### config.mk
export PLATFORM = sky130hd
export DESIGN_NAME = axi2mem_slave
export DESIGN_NICKNAME = d
export VERILOG_FILES = /design/src/rtl/axi2mem_pkg.sv /design/src/rtl/axi2mem_addr_gen.sv /design/src/rtl/axi2mem_slave.sv
export SDC_FILE = /design/constraint.sdc
export NUM_CORES = 1
export LEC_CHECK = 0
export BUFFER_PORTS_ARGS = -buffer_cell sky130_fd_sc_hd__buf_2
export CORE_AREA = 2 2 134 136
export CTS_BUF_LIST = sky130_fd_sc_hd__clkbuf_2 sky130_fd_sc_hd__clkbuf_4 sky130_fd_sc_hd__clkbuf_8
export DETAILED_ROUTE_END_ITERATION = 6
export DIE_AREA = 0 0 136 138
export PLACE_DENSITY_LB_ADDON = 0.1
export SYNTH_ARGS = -nofsm -noshare
export SYNTH_HDL_FRONTEND = slang
export SYNTH_SLANG_ARGS = --single-unit
### constraint.sdc
create_clock -name clk_i -period 4.04 [get_ports clk_i]
set_input_delay 0.606 -clock clk_i [delete_from_list [all_inputs] [get_ports clk_i]]
set_output_delay 0.606 -clock clk_i [all_outputs]
set_load 0.05 [all_outputs]
### src/rtl/axi2mem_pkg.sv
// Shared encodings for the AXI-to-memory responder: burst types, response codes
// and the state set of the single serializing FSM.
package axi2mem_pkg;

   localparam logic [1:0] BURST_FIXED = 2'b00;
   localparam logic [1:0] BURST_INCR  = 2'b01;
   localparam logic [1:0] BURST_WRAP  = 2'b10;

   localparam logic [1:0] RESP_OKAY   = 2'b00;
   localparam logic [1:0] RESP_SLVERR = 2'b10;

   typedef enum logic [2:0] {
      ST_IDLE,
      ST_RD_REQ,
      ST_RD_WAIT,
      ST_RD_RESP,
      ST_WR_DATA,
      ST_WR_WAIT,
      ST_WR_RESP
   } state_e;

endpackage

### src/rtl/axi2mem_addr_gen.sv
// Next-beat address for an AXI burst. FIXED holds the address; INCR and WRAP
// both step by the beat size, wrapping silently at the top of the address space.
module axi2mem_addr_gen
   import axi2mem_pkg::*;
#(
   parameter int ADDR_WIDTH = 32
) (
   input  logic [ADDR_WIDTH-1:0] addr,
   input  logic [2:0]            size,
   input  logic [1:0]            burst,
   output logic [ADDR_WIDTH-1:0] next_addr
);

   logic [ADDR_WIDTH-1:0] inc;

   always_comb begin
      inc = ADDR_WIDTH'(1) << size;
      if (burst == BURST_FIXED) begin
         next_addr = addr;
      end else begin
         next_addr = addr + inc;
      end
   end

endmodule

### src/rtl/axi2mem_slave.sv
// AXI4 responder that serializes read and write bursts into single-beat
// req/gnt/rvalid memory transactions, one outstanding request at a time.
module axi2mem_slave
   import axi2mem_pkg::*;
#(
   parameter int ADDR_WIDTH = 32,
   parameter int DATA_WIDTH = 32,
   parameter int ID_WIDTH   = 16
) (
   input  logic                    clk_i,
   input  logic                    rst_i,
   input  logic [ID_WIDTH-1:0]     aw_id_i,
   input  logic [ADDR_WIDTH-1:0]   aw_addr_i,
   input  logic [7:0]              aw_len_i,
   input  logic [2:0]              aw_size_i,
   input  logic [1:0]              aw_burst_i,
   input  logic                    aw_valid_i,
   output logic                    aw_ready_o,
   input  logic [DATA_WIDTH-1:0]   w_data_i,
   input  logic [DATA_WIDTH/8-1:0] w_strb_i,
   input  logic                    w_last_i,
   input  logic                    w_valid_i,
   output logic                    w_ready_o,
   output logic [ID_WIDTH-1:0]     b_id_o,
   output logic [1:0]              b_resp_o,
   output logic                    b_valid_o,
   input  logic                    b_ready_i,
   input  logic [ID_WIDTH-1:0]     ar_id_i,
   input  logic [ADDR_WIDTH-1:0]   ar_addr_i,
   input  logic [7:0]              ar_len_i,
   input  logic [2:0]              ar_size_i,
   input  logic [1:0]              ar_burst_i,
   input  logic                    ar_valid_i,
   output logic                    ar_ready_o,
   output logic [ID_WIDTH-1:0]     r_id_o,
   output logic [DATA_WIDTH-1:0]   r_data_o,
   output logic [1:0]              r_resp_o,
   output logic                    r_last_o,
   output logic                    r_valid_o,
   input  logic                    r_ready_i,
   output logic                    mem_req_o,
   input  logic                    mem_gnt_i,
   output logic [ADDR_WIDTH-1:0]   mem_addr_o,
   output logic                    mem_we_o,
   output logic [DATA_WIDTH/8-1:0] mem_be_o,
   output logic [DATA_WIDTH-1:0]   mem_wdata_o,
   input  logic                    mem_rvalid_i,
   input  logic [DATA_WIDTH-1:0]   mem_rdata_i,
   input  logic                    mem_err_i
);

   localparam int STRB_WIDTH = DATA_WIDTH / 8;

   state_e                  state_reg, state_next;
   logic [ID_WIDTH-1:0]     id_reg, id_next;
   logic [ADDR_WIDTH-1:0]   addr_reg, addr_next, addr_inc;
   logic [7:0]              len_reg, len_next;
   logic [7:0]              cnt_reg, cnt_next;
   logic [2:0]              size_reg, size_next;
   logic [1:0]              burst_reg, burst_next;
   logic                    err_reg, err_next;
   logic                    prio_write_reg, prio_write_next;
   logic [DATA_WIDTH-1:0]   r_data_reg, r_data_next;
   logic [1:0]              r_resp_reg, r_resp_next;

   // Burst termination is taken from the latched length alone.
   logic unused_w_last;
   assign unused_w_last = w_last_i;

   axi2mem_addr_gen #(
      .ADDR_WIDTH (ADDR_WIDTH)
   ) u_addr_gen (
      .addr      (addr_reg),
      .size      (size_reg),
      .burst     (burst_reg),
      .next_addr (addr_inc)
   );

   always_ff @(posedge clk_i) begin
      if (rst_i) begin
         state_reg      <= ST_IDLE;
         id_reg         <= '0;
         addr_reg       <= '0;
         len_reg        <= '0;
         cnt_reg        <= '0;
         size_reg       <= '0;
         burst_reg      <= '0;
         err_reg        <= 1'b0;
         prio_write_reg <= 1'b0;
         r_data_reg     <= '0;
         r_resp_reg     <= RESP_OKAY;
      end else begin
         state_reg      <= state_next;
         id_reg         <= id_next;
         addr_reg       <= addr_next;
         len_reg        <= len_next;
         cnt_reg        <= cnt_next;
         size_reg       <= size_next;
         burst_reg      <= burst_next;
         err_reg        <= err_next;
         prio_write_reg <= prio_write_next;
         r_data_reg     <= r_data_next;
         r_resp_reg     <= r_resp_next;
      end
   end

   always_comb begin
      state_next      = state_reg;
      id_next         = id_reg;
      addr_next       = addr_reg;
      len_next        = len_reg;
      cnt_next        = cnt_reg;
      size_next       = size_reg;
      burst_next      = burst_reg;
      err_next        = err_reg;
      prio_write_next = prio_write_reg;
      r_data_next     = r_data_reg;
      r_resp_next     = r_resp_reg;

      ar_ready_o  = 1'b0;
      aw_ready_o  = 1'b0;
      w_ready_o   = 1'b0;
      b_valid_o   = 1'b0;
      b_resp_o    = RESP_OKAY;
      r_valid_o   = 1'b0;
      r_last_o    = 1'b0;
      mem_req_o   = 1'b0;
      mem_we_o    = 1'b0;
      mem_be_o    = '0;
      mem_wdata_o = '0;

      case (state_reg)
         ST_IDLE: begin
            // Alternating priority only matters when both channels collide.
            ar_ready_o = ar_valid_i && !(aw_valid_i && prio_write_reg);
            aw_ready_o = aw_valid_i && !(ar_valid_i && !prio_write_reg);
            if (ar_ready_o) begin
               id_next    = ar_id_i;
               addr_next  = ar_addr_i;
               len_next   = ar_len_i;
               size_next  = ar_size_i;
               burst_next = ar_burst_i;
               cnt_next   = '0;
               state_next = ST_RD_REQ;
            end else if (aw_ready_o) begin
               id_next    = aw_id_i;
               addr_next  = aw_addr_i;
               len_next   = aw_len_i;
               size_next  = aw_size_i;
               burst_next = aw_burst_i;
               cnt_next   = '0;
               err_next   = 1'b0;
               state_next = ST_WR_DATA;
            end
         end

         ST_RD_REQ: begin
            mem_req_o = 1'b1;
            if (mem_gnt_i) begin
               state_next = ST_RD_WAIT;
            end
         end

         ST_RD_WAIT: begin
            if (mem_rvalid_i) begin
               r_data_next = mem_rdata_i;
               r_resp_next = mem_err_i ? RESP_SLVERR : RESP_OKAY;
               state_next  = ST_RD_RESP;
            end
         end

         ST_RD_RESP: begin
            r_valid_o = 1'b1;
            r_last_o  = (cnt_reg == len_reg);
            if (r_ready_i) begin
               if (cnt_reg == len_reg) begin
                  prio_write_next = 1'b1;
                  state_next      = ST_IDLE;
               end else begin
                  addr_next  = addr_inc;
                  cnt_next   = cnt_reg + 8'd1;
                  state_next = ST_RD_REQ;
               end
            end
         end

         ST_WR_DATA: begin
            // W acceptance is the memory grant itself, so no data is buffered.
            mem_req_o   = w_valid_i;
            mem_we_o    = 1'b1;
            mem_wdata_o = w_data_i;
            mem_be_o    = STRB_WIDTH'(w_strb_i);
            w_ready_o   = mem_gnt_i;
            if (w_valid_i && mem_gnt_i) begin
               state_next = ST_WR_WAIT;
            end
         end

         ST_WR_WAIT: begin
            if (mem_rvalid_i) begin
               err_next = err_reg | mem_err_i;
               if (cnt_reg == len_reg) begin
                  state_next = ST_WR_RESP;
               end else begin
                  addr_next  = addr_inc;
                  cnt_next   = cnt_reg + 8'd1;
                  state_next = ST_WR_DATA;
               end
            end
         end

         ST_WR_RESP: begin
            b_valid_o = 1'b1;
            b_resp_o  = err_reg ? RESP_SLVERR : RESP_OKAY;
            if (b_ready_i) begin
               prio_write_next = 1'b0;
               state_next      = ST_IDLE;
            end
         end

         default: begin
            state_next = ST_IDLE;
         end
      endcase
   end

   assign mem_addr_o = addr_reg;
   assign r_data_o   = r_data_reg;
   assign r_resp_o   = r_resp_reg;
   assign r_id_o     = id_reg;
   assign b_id_o     = id_reg;

endmodule

==> results of run 1 <==
[metal layers]
metal / vias up / GRT usage / wire [um]
met5: - / 0 / 0
met1: 3292 / 0.284 / 9170
met3: 26 / 0.0455 / 1380
met2: 231 / 0.398 / 10900
met4: 0 / 0.0647 / 355
li1: 3587 / - / -
[Yosys cell counts, drive strengths merged (4+ instances only)]
| cell | instances |
|---|---|
| or4 | 4 |
| nor2 | 57 |
| o21ai | 18 |
| a311oi | 33 |
| a31oi | 12 |
| and3 | 15 |
| or3 | 6 |
| xor2 | 16 |
| o211ai | 13 |
| dfxtp | 107 |
| a21oi | 86 |
| clkbuf | 54 |
| nand2 | 218 |
| inv | 10 |
| nor3 | 19 |
| nand3 | 20 |
| xnor2 | 4 |
| and2 | 43 |
| mux2i | 11 |
| ha | 9 |
| nand4 | 12 |
| a211oi | 6 |
| nand2b | 6 |
| buf | 31 |
| a2111oi | 6 |
| mux2 | 4 |
| a21o | 4 |
[power by group through the flow]
stage                     Combinational, uW  Sequential [uW]  Clock, uW
final                                  1920             1400        719
after global routing                   2070             1440        784
after CTS                              1930             1410        748
after detailed placement               1930             1430          0
after global placement                 1920             1430          0
after floorplan                        1110             1770          0
[metrics by stage]
stage	power, uW	hold slack, ns	setup WS [ns]
final	4040	0.432	1.00
after global routing	4290	0.408	0.786
after detailed placement	3350	0.444	1.03
after CTS	4090	0.403	1.01
after floorplan	2880	0.468	1.30
after global placement	3350	0.439	1.03
[final timing paths]
path,to,slack [ns],cells after the start
setup / recovery,mem_addr_o[15],1.00,8
hold / removal,r_data_o[8],0.43,3
setup reg to reg,mem_addr_o[15],1.00,8
hold reg to reg,r_data_o[1],0.46,2
[kinds of logic after synthesis]
logic type      count (synthesis)  share of synthesized area
fa+ha+maj                      10                     0.0209
xor+xnor                       20                     0.0276
flops                         107                      0.337
compound gates                203                      0.212
simple gates                  418                      0.306
other cells                     1                   0.000591
mux                            15                     0.0244
buf+inv                        95                     0.0710
[area by class of cell]
class	instances	area, um2
clock inverters	7	86.3
clock buffers	9	124
diodes	2	5.00
well taps	229	287
multi-input cells	668	3780
fillers	1906	9250
flip-flops and latches	107	2140
inverters	10	37.5
repair buffers	357	1830
[critical path, cell delays in order, from the launching register on]
cell and delay (ns):
dfxtp_1 0.53, nor3b_1 0.37, ha_1 0.21, a21oi_1 0.05
nand4b_1 0.32, a211o_1 0.43, a2111oi_0 0.64, mux2i_1 0.26
a21oi_1 0.07
==> out/metrics.csv, run 1 <==
stage,metric,value,unit
global_route,grt_max_degree,68,
placed_design,portBuffers,341,
synth,synthArstFlopShare,0,
setup_path,worstReg2RegStart,size_reg[0],
setup_path,cp.arrival,3.28,ns
timing,max_freq,329,MHz
setup_path,path_max_fanout,9,
pwr,p_per_area,488,nW/um2
timing,slew_headroom,0.396,
detailed_routing,drc,0,
placed_design,placed_cells,1371,
die,die_w,136,um
cts,htreeDepth,3,
global_route,grt_pass1_wl,34500,um
outcome,status,"finished, final reports clean",
die,placementRows,49,
timing,worst_pin_slew,0.902,ns
timing,tns,0,ns
detailed_routing,avgViaCountPerCell,5.14,
die,initial_core_util,0.362,
worst_hold_path,hold_start,mem_rdata_i[8],
synth,synth_cells,869,
timing,timing_hold_violations_final,0,
detailed_routing,vias,7136,
timing,post-route-min-period,3.04,ns
synth,synth_edf_count,0,
global_route,overflow,0,
cts,clk_latency,0.39,ns
setup_path,worst_setup_path_start_kind,flip-flop,
pwr,clockPowerShare,0.178,
global_route,first_global_vias,6668,
cts,clk_pin_slew,0.11,ns
detailed_routing,ant_nets,0,
layout,fin_cells,1389,
cts,cts.path.max_buffers,2,
setup_path,worstPathRequired,4.29,ns
die,ios,345,
layout,drive_gt1_frac,0.337,
layout,area_growth,30.6,%
timing,finalSetupViolations,0,
cts,cts_setup_buffers,0,
cts,cts_tree,yes,
pwr,power_frac_comb,0.475,
die,core,17500,um2
synth,synth_ff_type,dfxtp_1,
cts,cts-root-buf,clkbuf_8,
layout,layout_common_cells,"buf_2 (340), nand2_1 (217), dfxtp_1 (107)",
detailed_routing,wl,21800,um
timing,post-route-period-util,0.751,
layout,finalCoreUtilization,0.473,
synth,synth_top_area_share,0.337,
pwr,sw_frac_of_total,0.492,
global_route,grt_util_all_layers,0.228,
setup_path,timing.critical_path.from,size_reg[0],
placed_design,dpl-instance-area,8070,um2
synth,synth-seq-cells,107,
placed_design,place_hpwl,16000,um
timing,slew_violations,0,
cts,cts_made_buffers,9,
flow_run,max_cap_violations,0,
layout,final_common_cell,buf_2,
pwr,p_leak,0.00404,uW
timing,rsz0062_at_grt,no,
synth,synth.distinct_cells,64,
die,die-area,18800,um2
synth,synth_area_per_cell,7.30,um2
cts,cts.sinks,107,
setup_path,path_class,reg2reg,
synth,yosys-top-cells-area,"dfxtp_1 (34%), nand2_1 (13%), a21oi_1 (6.8%)",
placed_design,place_congestion,0.805,
synth,yosysTopAreaCell,dfxtp_1,
detailed_routing,wl_per_cell,15.7,um
synth,netlist_area,6350,um2
die,fp.dieH,138,um
synth,yosysWarnings,0,
pwr,seq_power_share,0.347,
setup_path,end_kind,flip-flop,
detailed_routing,first_pass_iters,5,
detailed_routing,initialDrtViolationCount,386,
layout,nNetsFinal,1364,
timing,finClkSkew,0.0135,ns
cts,ctsHoldBuffers,0,
synth,ys_seq_area_frac,0.337,
pwr,max-vdd-ir-drop,0.276,mV
pwr,p_int,2050,uW
layout,final_area,8290,um2
worst_hold_path,min-delay-path-class,in2reg,
global_route,antenna_found_initial,2,
pwr,p_switching,1990,uW
cts,ctsResizeCount,0,
(Power assumes the default switching activity.)
==> inputs of run 2 (changes only) <==
==> constraint.sdc (replaced) <==
create_clock -name clk_i -period 2.7 [get_ports clk_i]
set_input_delay 0.405 -clock clk_i [delete_from_list [all_inputs] [get_ports clk_i]]
set_output_delay 0.405 -clock clk_i [all_outputs]
set_load 0.05 [all_outputs]
==> run 2 against run 1 <==
  * Clock power rose by 40%
  * Largest cell class unchanged
  * Highest routed layer is now met5
  * Worst setup slack got worse by 0.89 ns
  * Largest power group unchanged
  * Non-clock buffer count rose by 25
  * First-iteration DRC count fell by 5.2%
  * Final area rose by 2.6%
  * Clock-buffer cell count did not move
==> out/metrics.csv, run 2 (same netlist as run 1, synthesis figures left out) <==
stage,metric,value,unit,change
die,initial_core_util,0.362,,unchanged
layout,nNetsFinal,1389,,+1.8%
timing,slew_violations,0,,unchanged
cts,cts_setup_buffers,0,,unchanged
detailed_routing,wl,21600,um,-0.82%
setup_path,worst_setup_path_start_kind,flip-flop,,
placed_design,portBuffers,341,,unchanged
global_route,grt_util_all_layers,0.223,,-0.00553
cts,cts.sinks,107,,unchanged
die,placementRows,49,,unchanged
setup_path,path_max_fanout,9,,unchanged
setup_path,cpMostUsedCell,a21o_1,,
die,ios,345,,unchanged
cts,cts_tree,yes,,
timing,hold-worst-slack,0.211,ns,-0.222 ns
layout,drive_gt1_frac,0.358,,+0.0216
pwr,p_leak,0.00416,uW,+3.0%
worst_hold_path,min-delay-path-class,in2reg,,
global_route,grt_pass1_wl,33700,um,-2.2%
detailed_routing,drc,0,,unchanged
timing,worst_pin_slew,0.563,ns,-0.339 ns
layout,finalCoreUtilization,0.485,,+0.0125
die,fp.dieH,138,um,unchanged
setup_path,timing.critical_path.from,size_reg[1],,
detailed_routing,ant_nets,0,,unchanged
setup_path,max_stage_delay,0.45,ns,-0.19 ns
pwr,clockPowerShare,0.166,,-0.012
worst_hold_path,hold_start,b_ready_i,,
pwr,power_frac_comb,0.491,,+0.016
pwr,sw_frac_of_total,0.495,,+0.00241
timing,timing_hold_violations_final,0,,unchanged
cts,cts.path.max_buffers,2,,unchanged
timing,finalSetupViolations,0,,unchanged
cts,cts_made_buffers,9,,unchanged
timing,post-route-min-period,2.59,ns,-0.450 ns
detailed_routing,vias,7147,,+0.15%
cts,clk_pin_slew,0.12,ns,about the same
global_route,overflow,0,,unchanged
cts,cts-root-buf,clkbuf_8,,
layout,area_growth,34.0,%,
timing,tns,0,ns,unchanged
setup_path,cp_slowest_cell,dfxtp_2,,
pwr,p_switching,3010,uW,+51%
timing,rsz0062_at_grt,no,,
detailed_routing,first_pass_iters,5,,unchanged
detailed_routing,wl_per_cell,15.3,um,-2.6%
setup_path,path_buf_inv,0,,unchanged
placed_design,place_hpwl,16200,um,+1.3%
pwr,max-vdd-ir-drop,0.372,mV,+35%
timing,finClkSkew,0.0143,ns,+0.000814 ns
timing,slew_headroom,0.624,,+0.227
global_route,grt_max_degree,65,,-4.4%
die,die-area,18800,um2,unchanged
cts,clk_latency,0.40,ns,about the same
setup_path,worstReg2RegStart,size_reg[1],,
setup_path,critPathTopFamily,compound AO/OA/AOI/OAI gates,,
pwr,p_per_area,714,nW/um2,+46%
timing,post-route-period-util,0.958,,+0.206
cts,htreeDepth,3,,unchanged
setup_path,path_class,reg2reg,,
setup_path,end_kind,flip-flop,,
global_route,antenna_found_initial,3,,+1
detailed_routing,avgViaCountPerCell,5.05,,-1.6%
pwr,seq_power_share,0.343,,-0.004
cts,ctsHoldBuffers,0,,unchanged
detailed_routing,initialDrtViolationCount,366,,-5.2%
flow_run,max_cap_violations,0,,unchanged
setup_path,cp.arrival,2.90,ns,-0.38 ns
setup_path,critical_path.cell_chain,"nor3_2, ha_2, fa_1, a21o_1, a221o_1, a21o_1, nand4_1, mux2_2, nor4_1",,
timing,max_freq,387,MHz,+17%
global_route,first_global_vias,6544,,-1.9%
die,core,17500,um2,unchanged
setup_path,worstPathRequired,3.01,ns,-1.28 ns
layout,layout_common_cells,"buf_2 (340), nand2_1 (217), dfxtp_1 (104)",,
placed_design,place_congestion,0.817,,+1.6%
die,die_w,136,um,unchanged
outcome,status,"finished, final reports clean",,
pwr,p_int,3070,uW,+50%
layout,final_common_cell,buf_2,,
[run 2: what timing repair did]
| action | CTS | global route |
|---|---|---|
| pin swaps | 0 | 1 |
| hold endpoints to repair | 0 | 0 |
| gates resized for setup | 4 | 7 |
| setup endpoints to repair | 5 | 8 |
[run 2: per-stage QoR]
stage	cell area (um2)	power (uW)	setup slack, ns	cells
global route	8510	6420	0.00712	1414
finish	8510	6070	0.114	1414
floorplan	6350	4310	0.0755	870
global placement	8270	5090	0.0323	1396
CTS	8470	6120	0.0903	1412
detailed placement	8270	5100	-0.0190	1396
[run 2: cell type report]
class | instances | area (um2)
inverters | 10 | 37.5
diodes | 2 | 5.00
multi-input cells | 668 | 3810
fillers | 1904 | 9030
clock buffers | 9 | 124
clock inverters | 7 | 67.6
well taps | 229 | 287
repair buffers | 382 | 2030
flip-flops and latches | 107 | 2150
[run 2: per-layer routing]
layer / track usage / vias up / share of wire
met3: 0.0337 / 29 / 0.056
met2: 0.389 / 236 / 0.50
met4: 0.0707 / 2 / 0.020
li1: - / 3645 / -
met1: 0.279 / 3235 / 0.43
met5: 0 / - / 0.00051
[run 2: worst reg2reg max path: stages (launching register included)]
cell	delay (ns)
dfxtp_2	0.45
nor3_2	0.07
ha_2	0.18
fa_1	0.41
a21o_1	0.23
a221o_1	0.33
a21o_1	0.22
nand4_1	0.12
mux2_2	0.33
nor4_1	0.15
[run 2: path summary, 6_finish.rpt]
check | to | slack (ns) | cells past startpoint
max reg2reg | mem_addr_o[28] | 0.11 | 9
min reg2reg | r_data_o[12] | 0.46 | 2
max | mem_addr_o[28] | 0.11 | 9
min | prio_write_reg | 0.21 | 2
[run 2: power groups by stage]
| stage | Sequential, uW | Combinational [uW] | Clock (uW) |
|---|---|---|---|
| finish | 2090 | 2980 | 1010 |
| global route | 2130 | 3200 | 1090 |
| CTS | 2080 | 2990 | 1040 |
| detailed placement | 2110 | 2990 | 0 |
| global placement | 2110 | 2980 | 0 |
| floorplan | 2650 | 1660 | 0 |
==> inputs of run 3 (changes only) <==
--- a/config.mk
+++ b/config.mk
@@ -6,11 +6,14 @@
 export NUM_CORES = 1
 export LEC_CHECK = 0
 export BUFFER_PORTS_ARGS = -buffer_cell sky130_fd_sc_hd__buf_2
+export CAP_MARGIN = 20
 export CORE_AREA = 2 2 134 136
 export CTS_BUF_LIST = sky130_fd_sc_hd__clkbuf_2 sky130_fd_sc_hd__clkbuf_4 sky130_fd_sc_hd__clkbuf_8
 export DETAILED_ROUTE_END_ITERATION = 6
 export DIE_AREA = 0 0 136 138
 export PLACE_DENSITY_LB_ADDON = 0.1
+export REMOVE_ABC_BUFFERS = 1
+export SETUP_SLACK_MARGIN = 0.05
 export SYNTH_ARGS = -nofsm -noshare
 export SYNTH_HDL_FRONTEND = slang
 export SYNTH_SLANG_ARGS = --single-unit
==> run 3 against run 2 <==
  * Final cell count shrank 0.21%
  * Non-clock buffer count shrank 1
  * Clock power grew 4%
  * Combinational power is essentially flat
  * Global-route usage shrank 0.80 points
  * Die area is the same
  * Critical path type unchanged
  * Core utilization grew 0.33 points
  * Highest routed layer unchanged
  * Clock-buffer cell count is the same
  * Register-to-register slack gained 0.03 ns
  * Largest cell class unchanged
  * Largest power group unchanged
  * Clock skew grew 0.0047 ns
  * Wire length shrank 2.5%
==> out/metrics.csv, run 3 (same netlist as run 1, synthesis figures left out) <==
stage,metric,value,unit,change
worst_hold_path,hold_end,r_data_o[24],,
pwr,p_leak,0.00417,uW,+0.19%
worst_hold_path,holdPathStages,3,,+1
detailed_routing,initialDrtViolationCount,225,,-39%
global_route,grt_pass1_wl,32600,um,-3.2%
die,placementRows,49,,unchanged
global_route,antenna_found_initial,1,,-2
cts,htreeDepth,3,,unchanged
pwr,sw_frac_of_total,0.497,,+0.00227
detailed_routing,avgViaCountPerCell,5.01,,-0.91%
pwr,power_frac_comb,0.489,,-0.002
detailed_routing,wl,21100,um,-2.5%
cts,cts_tree,yes,,
outcome,status,"finished, final reports clean",,
global_route,overflow,0,,unchanged
setup_path,reg2reg_to,mem_addr_o[15],,
setup_path,path_class,reg2reg,,
cts,cts.sinks,107,,unchanged
die,die_w,136,um,unchanged
timing,hold-worst-slack,0.220,ns,+0.00970 ns
setup_path,path_max_fanout,9,,unchanged
timing,finClkSkew,0.0191,ns,+0.00470 ns
detailed_routing,first_pass_iters,5,,unchanged
layout,fillers,1832,,-3.8%
setup_path,worstPathRequired,2.98,ns,-0.03 ns
worst_hold_path,min-delay-path-class,in2reg,,
die,ios,345,,unchanged
timing,finalSetupViolations,0,,unchanged
timing,timing_hold_violations_final,0,,unchanged
layout,drive_gt1_frac,0.360,,+0.00200
detailed_routing,drc,0,,unchanged
global_route,grt_util_all_layers,0.215,,-0.00803
setup_path,worst-r2r-cell-count,10,,+1
layout,area_growth,34.9,%,
timing,worst_pin_slew,0.791,ns,+0.228 ns
placed_design,place_hpwl,15700,um,-3.5%
cts,clk_latency,0.41,ns,about the same
timing,slew_violations,0,,unchanged
setup_path,ff2ff_setup_slack,0.14,ns,+0.03 ns
layout,antenna_cells,0,,-2
timing,post-route-period-util,0.948,,-0.0101
timing,slew_headroom,0.471,,-0.153
cts,clk_pin_slew,0.13,ns,about the same
layout,layout_common_cells,"buf_2 (340), nand2_1 (217), dfxtp_1 (104)",,
layout,final_common_cell,buf_2,,
pwr,max-vdd-ir-drop,0.369,mV,-0.95%
cts,ctsHoldBuffers,0,,unchanged
setup_path,cp.arrival,2.84,ns,-0.06 ns
cts,cts_made_buffers,9,,unchanged
detailed_routing,wl_per_cell,15.0,um,-2.3%
detailed_routing,ant_nets,0,,unchanged
pwr,p_switching,3050,uW,+1.4%
pwr,p_per_area,716,nW/um2,+0.22%
cts,cts.path.max_buffers,2,,unchanged
placed_design,placed_cells,1394,,-0.14%
layout,fin_cells,1411,,-0.21%
placed_design,place_congestion,0.869,,+6.4%
die,fp.dieH,138,um,unchanged
global_route,grt_max_degree,65,,unchanged
pwr,seq_power_share,0.339,,-0.004
timing,max_freq,391,MHz,+1.1%
die,core,17500,um2,unchanged
timing,tns,0,ns,unchanged
flow_run,max_cap_violations,0,,unchanged
timing,post-route-min-period,2.56,ns,-0.0274 ns
die,die-area,18800,um2,unchanged
setup_path,worstReg2RegStart,size_reg[2],,
setup_path,end_kind,flip-flop,,
setup_path,worst_setup_path_start_kind,flip-flop,,
placed_design,portBuffers,341,,unchanged
cts,cts-root-buf,clkbuf_8,,
global_route,first_global_vias,6345,,-3.0%
pwr,p_int,3080,uW,+0.45%
pwr,p_total,6130,uW,+0.90%
worst_hold_path,hold_start,mem_rdata_i[24],,
layout,nNetsFinal,1388,,-0.072%
timing,rsz0062_at_grt,yes,,
layout,finalCoreUtilization,0.489,,+0.00328
die,initial_core_util,0.362,,unchanged
detailed_routing,vias,7067,,-1.1%
pwr,clockPowerShare,0.172,,+0.006
==> run 3: changes by cell type in the layout (fill, tap and decap cells not counted), sizes merged <==
cell	delta
clkinvlp	-1
buf	-1
diode	-2
clkinv	+2
inv	-1
==> run 3: area by class of cell <==
type	instances	area, um2	share of cell area
multi-input combinational	668	3830	0.447
timing repair buffer	381	2050	0.239
tap	229	287	0.0335
clock inverter	7	88.8	0.0104
sequential	107	2150	0.251
clock buffer	9	124	0.0145
inverter	10	37.5	0.00438
==> run 3: layer usage <==
metal | routed length, um | part of all wire | track usage
met4 | 198 | 0.0094 | 0.0433
met2 | 10000 | 0.48 | 0.367
met3 | 1540 | 0.073 | 0.0521
met5 | 13 | 0.00062 | 0
met1 | 9310 | 0.44 | 0.275
==> run 3: power by group through the flow <==
stage | Combinational (uW) | Clock [uW] | Sequential, uW
after global routing | 3220 | 1150 | 2110
after global placement | 2980 | 0 | 2100
final | 3000 | 1050 | 2080
after floorplan | 1220 | 0 | 2890
after detailed placement | 2990 | 0 | 2100
after CTS | 3000 | 1100 | 2070
==> run 3: worst max-delay path by stage <==
stage | start | to | cells past startpoint
5_1_grt | size_reg[2] | mem_addr_o[15] | 10
3_3_place_gp | size_reg[0] | mem_addr_o[26] | 9
3_5_place_dp | size_reg[2] | mem_addr_o[15] | 9
4_1_cts | size_reg[2] | mem_addr_o[15] | 9
2_1_floorplan | state_reg[2] | mem_be_o[0] | 3
6_report | size_reg[2] | mem_addr_o[15] | 10
==> run 3: stage by stage <==
| step | setup WS, ns | cell area, um2 |
|---|---|---|
| after floorplan | -1.28 | 5940 |
| after global placement | 0.0646 | 8280 |
| after detailed placement | 0.0231 | 8280 |
| after CTS | 0.0911 | 8500 |
| after global routing | -0.0415 | 8570 |
| final | 0.141 | 8570 |
==> run 3: worst max-delay path, cell delays in order, from the launching register on <==
cell	delay (ns)
dfxtp_4	0.39
nor3b_1	0.14
ha_1	0.36
a21o_1	0.18
a31oi_1	0.09
buf_4	0.19
a211o_1	0.32
a2111oi_2	0.35
buf_4	0.18
mux2i_1	0.17
a21oi_1	0.08
==> run 3: what timing repair did <==
item                                    4_1_cts  5_1_grt
gates resized for setup                       3       14
pin swaps                                     0        3
endpoints found under the setup margin        3       11
buffers inserted                              0        1
